File: config.mk
export PLATFORM = sky130hd
export DESIGN_NAME = sel_mux_reg_flat
export DESIGN_NICKNAME = d
export VERILOG_FILES = /design/src/rtl/sel_mux_reg_if.sv /design/src/rtl/sel_mux_reg.sv /design/src/flat_wrapper.sv
export SDC_FILE = /design/constraint.sdc
export NUM_CORES = 1
export LEC_CHECK = 0
export CAP_MARGIN = 30
export CORE_MARGIN = 3
export CORE_UTILIZATION = 37
export DETAILED_ROUTE_END_ITERATION = 8
export HOLD_SLACK_MARGIN = 0.03
export PLACE_DENSITY = 0.77
export SYNTH_ARGS = -nofsm -noshare
export SYNTH_HDL_FRONTEND = slang
export SYNTH_SLANG_ARGS = --single-unit
File: constraint.sdc
create_clock -name clk -period 4.74 [get_ports clk]
set_clock_uncertainty 0.1 [all_clocks]
set_input_delay 0.948 -clock clk [delete_from_list [all_inputs] [get_ports clk]]
set_output_delay 0.948 -clock clk [all_outputs]
set_load 0.03 [all_outputs]
File: src/rtl/sel_mux_reg_if.sv
// rtl/sel_mux_reg_if.sv - channel inputs, selection controls and registered output handshake of sel_mux_reg
interface sel_mux_reg_if #(
    parameter int WIDTH    = 32,
    parameter int CHANNELS = 3
);
    localparam int SELW = (CHANNELS > 2) ? $clog2(CHANNELS) : 1;

    logic [CHANNELS*WIDTH-1:0] in_data;
    logic [CHANNELS-1:0]       in_valid;
    logic [CHANNELS-1:0]       in_ready;
    logic [1:0]                mode;
    logic [SELW-1:0]           force_sel;
    logic [WIDTH-1:0]          out_data;
    logic [SELW-1:0]           out_sel;
    logic                      out_valid;
    logic                      out_ready;

    modport master (
        output in_data, in_valid, mode, force_sel, out_ready,
        input  in_ready, out_data, out_sel, out_valid
    );

    modport slave (
        input  in_data, in_valid, mode, force_sel, out_ready,
        output in_ready, out_data, out_sel, out_valid
    );
endinterface

File: src/rtl/sel_mux_reg.sv
// rtl/sel_mux_reg.sv - N-channel forced/priority/round-robin selector with a one-entry handshaked output register
module sel_mux_reg #(
    parameter int WIDTH    = 32,
    parameter int CHANNELS = 3
) (
    input  logic         clk,
    input  logic         rst,
    sel_mux_reg_if.slave bus
);
    localparam int SELW = (CHANNELS > 2) ? $clog2(CHANNELS) : 1;

    logic [WIDTH-1:0] data_q;
    logic [SELW-1:0]  sel_q;
    logic             valid_q;
    logic [SELW-1:0]  rr_ptr;

    logic             load_en;
    logic             grant_valid;
    logic [SELW-1:0]  grant;
    logic [WIDTH-1:0] grant_data;
    int               best_dist;

    assign load_en = !valid_q || bus.out_ready;

    // Round-robin picks the valid channel with the smallest forward distance from rr_ptr.
    always_comb begin
        grant_valid = 1'b0;
        grant       = '0;
        best_dist   = CHANNELS;
        case (bus.mode)
            2'b00: begin
                for (int i = 0; i < CHANNELS; i++) begin
                    if (bus.force_sel == SELW'(i) && bus.in_valid[i]) begin
                        grant_valid = 1'b1;
                        grant       = SELW'(i);
                    end
                end
            end
            2'b10: begin
                for (int i = 0; i < CHANNELS; i++) begin
                    if (bus.in_valid[i] &&
                        ((i + CHANNELS - int'(rr_ptr)) % CHANNELS) < best_dist) begin
                        best_dist   = (i + CHANNELS - int'(rr_ptr)) % CHANNELS;
                        grant_valid = 1'b1;
                        grant       = SELW'(i);
                    end
                end
            end
            default: begin
                for (int i = CHANNELS - 1; i >= 0; i--) begin
                    if (bus.in_valid[i]) begin
                        grant_valid = 1'b1;
                        grant       = SELW'(i);
                    end
                end
            end
        endcase
    end

    always_comb begin
        grant_data = '0;
        for (int i = 0; i < CHANNELS; i++) begin
            if (grant == SELW'(i)) begin
                grant_data = bus.in_data[i*WIDTH +: WIDTH];
            end
        end
    end

    // Gated by rst so nothing is accepted during the cycle that discards state.
    always_comb begin
        bus.in_ready = '0;
        for (int i = 0; i < CHANNELS; i++) begin
            bus.in_ready[i] = !rst && load_en && grant_valid && (grant == SELW'(i));
        end
    end

    always_ff @(posedge clk) begin
        if (rst) begin
            data_q  <= '0;
            sel_q   <= '0;
            valid_q <= 1'b0;
            rr_ptr  <= '0;
        end else if (load_en) begin
            if (grant_valid) begin
                data_q  <= grant_data;
                sel_q   <= grant;
                valid_q <= 1'b1;
                if (bus.mode == 2'b10) begin
                    if (grant == SELW'(CHANNELS - 1)) begin
                        rr_ptr <= '0;
                    end else begin
                        rr_ptr <= grant + 1'b1;
                    end
                end
            end else begin
                valid_q <= 1'b0;
            end
        end
    end

    assign bus.out_data  = data_q;
    assign bus.out_sel   = sel_q;
    assign bus.out_valid = valid_q;
endmodule

File: src/flat_wrapper.sv
// flat-port wrapper written by rule: the top's interface ports become plain ports
module sel_mux_reg_flat 
#(
    parameter int WIDTH    = 32,
    parameter int CHANNELS = 3
)
  (clk, rst, bus_in_data, bus_in_valid, bus_mode, bus_force_sel, bus_out_ready, bus_in_ready, bus_out_data, bus_out_sel, bus_out_valid);
  sel_mux_reg_if #(.WIDTH(WIDTH), .CHANNELS(CHANNELS)) bus_i ();
  input  logic clk;
  input  logic rst;
  input wire logic [$bits(bus_i.in_data)-1:0] bus_in_data;
  input wire logic [$bits(bus_i.in_valid)-1:0] bus_in_valid;
  input wire logic [$bits(bus_i.mode)-1:0] bus_mode;
  input wire logic [$bits(bus_i.force_sel)-1:0] bus_force_sel;
  input wire logic [$bits(bus_i.out_ready)-1:0] bus_out_ready;
  output wire logic [$bits(bus_i.in_ready)-1:0] bus_in_ready;
  output wire logic [$bits(bus_i.out_data)-1:0] bus_out_data;
  output wire logic [$bits(bus_i.out_sel)-1:0] bus_out_sel;
  output wire logic [$bits(bus_i.out_valid)-1:0] bus_out_valid;
  assign bus_i.in_data = bus_in_data;
  assign bus_i.in_valid = bus_in_valid;
  assign bus_i.mode = bus_mode;
  assign bus_i.force_sel = bus_force_sel;
  assign bus_i.out_ready = bus_out_ready;
  assign bus_in_ready = bus_i.in_ready;
  assign bus_out_data = bus_i.out_data;
  assign bus_out_sel = bus_i.out_sel;
  assign bus_out_valid = bus_i.out_valid;
  sel_mux_reg #(.WIDTH(WIDTH), .CHANNELS(CHANNELS)) u_core (.clk(clk), .rst(rst), .bus(bus_i));
endmodule
Word-level counts from Yosys, hierarchy flattened
Cells that the tools add are included.

storage, ports and cells
  register bits after elaboration = 37
  bits of input ports = 106

cells by class
  add/subtract/negate cells = 4
  divide/modulo/power cells = 3
  magnitude comparators = 3
  eq/ne operators = 5
  multiplexer cells = 27
  reduce and logical (&&, ||, !) cells = 19

operators with widths
  cell                                                 number
  two-way mux 32 bit                                   7
  modulo 32 x 3 -> 32 bit, second input constant       3
  < comparator 32 bit                                  2
  < comparator 32 x 3 -> 1 bit, second input constant  1
  two-way mux 1 bit                                    12
  two-way mux 2 bit                                    6
  logical AND 1 bit                                    11
  subtractor 3 x 2 -> 4 bit, first input constant      2
  equality test 2 bit, second input constant           3
  logical NOT 2 bit                                    3
  equality test 2 x 1 -> 1 bit, second input constant  2
  one-hot mux 2 bit (2 select lines)                   1
  AND reduction 3 bit                                  1
  subtractor 2 x 2 -> 3 bit, first input constant      1
  adder 2 x 1 -> 2 bit, second input constant          1
  logical NOT 1 bit                                    2
  one-hot mux 1 bit (2 select lines)                   1
  AND reduction 2 bit                                  1
  logical OR 1 bit                                     1

Logic depth before layout (Yosys ltp)
  depth after elaboration = 18
  gate-level depth with buffers = 22
  mapped depth without buffers = 19

Least setup slack after synthesis
No wires, ideal clock.

  kind = register to output
  start = register u_core.rr_ptr[1]
  end = output bus_in_ready[0]
  arrival time = 4696 ps
  path slack = -1004 ps
  stages on the path, launching flop included = 18
  cell sequence = dfxtp_1 inv_1 ha_1 and3b_4 inv_1 ha_1 nand3b_1 a2111oi_4 a31oi_2 a21o_1 ha_1 and3_1 o2111ai_1 a221o_1 a31oi_1 buf_2 buf_2 nor4_1

on the way
  cells in the longest elaborated chain, start to end = 16
  elaborated cells between the ends (all ways) = 26
  classes of those cells = add/sub (3); div (3); order compare (3); mux (11); reduce/logical (6)

ends and longest elaborated chain
  element                                                                                   RTL line                              RTL
  start: declaration                                                                        sel_mux_reg.sv:15                     logic [SELW-1:0] rr_ptr;
  start signal: assignment                                                                  sel_mux_reg.sv:92                     rr_ptr <= grant + 1'b1;
  subtractor 2 x 2 -> 3 bit                                                                 sel_mux_reg.sv:42, sel_mux_reg.sv:43
  modulo 32 x 3 -> 32 bit                                                                   sel_mux_reg.sv:42, sel_mux_reg.sv:43
  < comparator 32 x 3 -> 1 bit                                                              sel_mux_reg.sv:42                     ((i + CHANNELS - int'(rr_ptr)) % CHANNELS) < best_dist) begin
  logical AND 1 bit                                                                         sel_mux_reg.sv:41                     if (bus.in_valid[i] &&
  two-way mux 32 bit                                                                        sel_mux_reg.sv:41
  two-way mux 32 bit                                                                        sel_mux_reg.sv:30                     case (bus.mode)
  < comparator 32 bit                                                                       sel_mux_reg.sv:42
  logical AND 1 bit                                                                         sel_mux_reg.sv:41
  two-way mux 32 bit                                                                        sel_mux_reg.sv:41
  two-way mux 32 bit                                                                        sel_mux_reg.sv:30
  < comparator 32 bit                                                                       sel_mux_reg.sv:42
  logical AND 1 bit                                                                         sel_mux_reg.sv:41
  two-way mux 2 bit or two-way mux 1 bit (tied branches)                                    sel_mux_reg.sv:41
  one-hot mux 2 bit (2 select lines) or one-hot mux 1 bit (2 select lines) (tied branches)  sel_mux_reg.sv:30
  logical NOT 2 bit or logical AND 1 bit (tied branches)                                    sel_mux_reg.sv:73                     bus.in_ready[i] = !rst && load_en && grant_valid && (grant == SELW'(i));
  logical AND 1 bit *                                                                       sel_mux_reg.sv:73
  end: declaration                                                                          flat_wrapper.sv:16                    output wire logic [$bits(bus_i.in_ready)-1:0] bus_in_ready;

Every way passes the cells marked *; elsewhere a longest branch is shown, timed or not. The select of a mux whose other input is x is not followed.

Worst setup path after layout
  start = input bus_in_valid[1]
  end = output bus_in_ready[0]

on the way
  cells in the longest elaborated chain, start to end = 9
  elaborated cells between the ends (all ways) = 23
  classes of those cells = order compare (1); mux (16); reduce/logical (6)

ends and longest elaborated chain
  element                                                                                   RTL line            RTL
  start: declaration                                                                        flat_wrapper.sv:12  input wire logic [$bits(bus_i.in_valid)-1:0] bus_in_valid;
  logical AND 1 bit                                                                         sel_mux_reg.sv:41
  two-way mux 32 bit                                                                        sel_mux_reg.sv:41
  two-way mux 32 bit                                                                        sel_mux_reg.sv:30
  < comparator 32 bit                                                                       sel_mux_reg.sv:42
  logical AND 1 bit                                                                         sel_mux_reg.sv:41
  two-way mux 2 bit or two-way mux 1 bit (tied branches)                                    sel_mux_reg.sv:41
  one-hot mux 2 bit (2 select lines) or one-hot mux 1 bit (2 select lines) (tied branches)  sel_mux_reg.sv:30
  logical NOT 2 bit or logical AND 1 bit (tied branches)                                    sel_mux_reg.sv:73
  logical AND 1 bit *                                                                       sel_mux_reg.sv:73

Marked as above.

==> impl_metrics.ini <==
[run_status]
status = complete, but fails checks
violations = setup timing

[logic_synthesis]
syn_avg_cell_area_um2 = 8.876
synth_largest_area_cell = dfxtp_1
seq_area_frac_synth_pct = 25.36
synth_ff_type = dfxtp_1
synthArstFlopShare_pct = 0
synth_warnings = 0
synth_edf_count = 0
ys_top_cells_by_area = dfxtp_1 (25%), mux2i_1 (11%), o221ai_2 (10%)
synth_top_area_share_pct = 25.36
yosysUniqueCellTypes = 50
ys_ff_latch = 37
synthCells = 329
syn_area_um2 = 2920
syn_nets = 455

[clock_tree]
clock-sinks = 37
root_buffer = clkbuf_8
cts_max_level = 2
cts_tree = done
clockBufferDepth = 2
clk_latency_ns = 0.28
cts_made_buffers = 5
clkTransAtPathRegs_ns = 0.08
cts_hold_buf = 0

[drt]
wl_mm = 9.589
remaining_drc_errors = 0
wl_per_cell_um = 16.39
drt_pass1_iterations = 4
via_per_inst = 5.456
dr_total_vias = 3192
first_iter_violations = 114
detail-route-antenna-nets = 0

[die]
ios = 144
die_h_um = 94.84
dieWidth_um = 94.84
die_area_um2 = 8995
rows = 31
start_util_pct = 39.21
core-area_um2 = 7447

[placed_design]
portBuffers = 143
place_hpwl_mm = 7.349
gp_congestion = 0.9115

[pwr]
irDropWorstVdd_uv = 178.2
leakage_nw = 1.736
p_per_area_nw_per_um2 = 293.6

[sta]
final.period_utilization_pct = 104.6
fmax_mhz = 201.6
tightest_slew_ns = 0.6137
setup_viol = 3
rsz0062_at_grt = yes
post-route-min-period_ns = 4.960
tns_ns = -0.6443
hold-worst-slack_ns = 0.3959
hold_viol = 0
relSlewSlack_pct = 59.09
postLayoutSetupSlackWorst_ns = -0.2203
slew_violations = 0

[grt]
track_usage_pct = 19.76
grt_max_degree = 53
grt-ovfl-total = 0
grt_pass1_vias = 3000
antenna_found_initial = 0
grt_first_pass_wirelength_mm = 14.38

[final_layout]
postLayoutCoreUtil_pct = 64.90
final_common_cell = clkdlybuf4s50_1
final_cell_mix = clkdlybuf4s50_1 (140), nand2_1 (39), dfxtp_1 (35)
area_delta_synth_final_pct = 65.51
final_layout_size_suffix_gt1_share_pct = 19.75
layout.nets = 611
diodes = 0

[worst_setup_path]
end_kind = output pin
crit_arrival_ns = 3.91
crit_fanout = 7
crit_type = primary input to output pin
required_ns = 3.69
start_kind = primary input

[min_path]
min_path_type = flop to flop

[job]
max-cap-violations = 0
[layout make-up]
cell class	instances	area, um2
Timing Repair Buffer	177	1703
Multi-Input combinational cell	252	2112
Inverter	12	50.05
Clock buffer	6	82.58
Tap cell	99	123.9
Fill cell	641	2614
Sequential cell	37	748.2
Clock inverter	2	13.76
[worst max-delay path, stage by stage]
cell             delay [ns]
clkdlybuf4s50_1        0.50
or3b_4                 0.41
o32ai_4                0.13
buf_4                  0.20
a31oi_2                0.05
a21o_1                 0.20
ha_1                   0.27
and3_1                 0.15
o2111ai_2              0.11
a221oi_2               0.30
o31ai_4                0.14
nor4_4                 0.32
buf_6                  0.17
[metal layers]
| layer | GRT usage [%] | up-vias | part of all wire, % |
|---|---|---|---|
| met2 | 35.35 | 97 | 52 |
| met3 | 4.861 | 8 | 7.6 |
| li1 | - | 1584 | - |
| met1 | 23.73 | 1503 | 40 |
| met5 | 0 | - | 0 |
| met4 | 4.447 | 0 | 0.99 |
[logic make-up after synthesis]
group | synth area share [%]
AOI/OAI and AO/OA | 24.38
adders and majority gates | 8.569
buffers and inverters | 6.555
DFF | 25.36
muxes | 11.70
and+or+nand+nor | 23.44
[per-stage QoR]
step                      area, um2  power [mW]  std cells  worst slack [ns]
after floorplan                3023      0.8596        329          -0.08630
after global placement         4603       1.135        567           -0.1745
after detailed placement       4603       1.152        567           -0.2273
after CTS                      4787       1.412        583           -0.2813
after global routing           4833       1.503        585           -0.3858
final                          4833       1.419        585           -0.2203
[synthesized netlist by cell type, drive strengths merged, types with 2 or more instances]
library cell and instances:
o2111ai 2, a21oi 3, a311oi 2, nand2b 4, o221ai 25, inv 12, a31oi 3, nand4 33
nor2 10, nand3b 2, nor2b 8, nor3 7, o311ai 8, o21ai 10, buf 14, nand2 40
nor4 7, nand3 7, and3b 2, dfxtp 37, o31ai 2, and3 3, clkbuf 14, ha 20
o21a 3, mux2i 33
[power by group]
part	internal (mW)	total [mW]	switching (mW)	leakage, nW
Combinational	0.376	0.791	0.415	1.38
Sequential	0.364	0.391	0.0266	0.307
Clock	0.118	0.238	0.120	0.0512
Total	0.858	1.42	0.561	1.74
[flip-flops by register name, summed over array words and instances (netlist names)]
register              flops
u_core.bus.out_valid      1
u_core.bus.out_sel        2
u_core.rr_ptr             2
u_core.bus.out_data      32
[path summary, 6_finish.rpt]
check / startpoint / to / slack [ns] / depth (start not counted)
setup / recovery: bus_in_valid[1] / bus_in_ready[0] / -0.22 / 13
hold / removal: u_core.bus.out_data[30]$_SDFFE_PP0P_ / u_core.bus.out_data[30]$_SDFFE_PP0P_ / 0.40 / 2
setup reg to reg: u_core.rr_ptr[1]$_SDFFE_PP0P_ / u_core.bus.out_data[27]$_SDFFE_PP0P_ / 0.31 / 18
hold reg to reg: u_core.bus.out_data[30]$_SDFFE_PP0P_ / u_core.bus.out_data[30]$_SDFFE_PP0P_ / 0.40 / 2
[repair_timing]
| item | 4_1_cts | 5_1_grt |
|---|---|---|
| pin swaps | 5 | 4 |
| setup buffers | 8 | 2 |
| endpoints found under the setup margin | 3 | 5 |
| gates resized for setup | 7 | 8 |
Power figures use the tool's default switching activity.
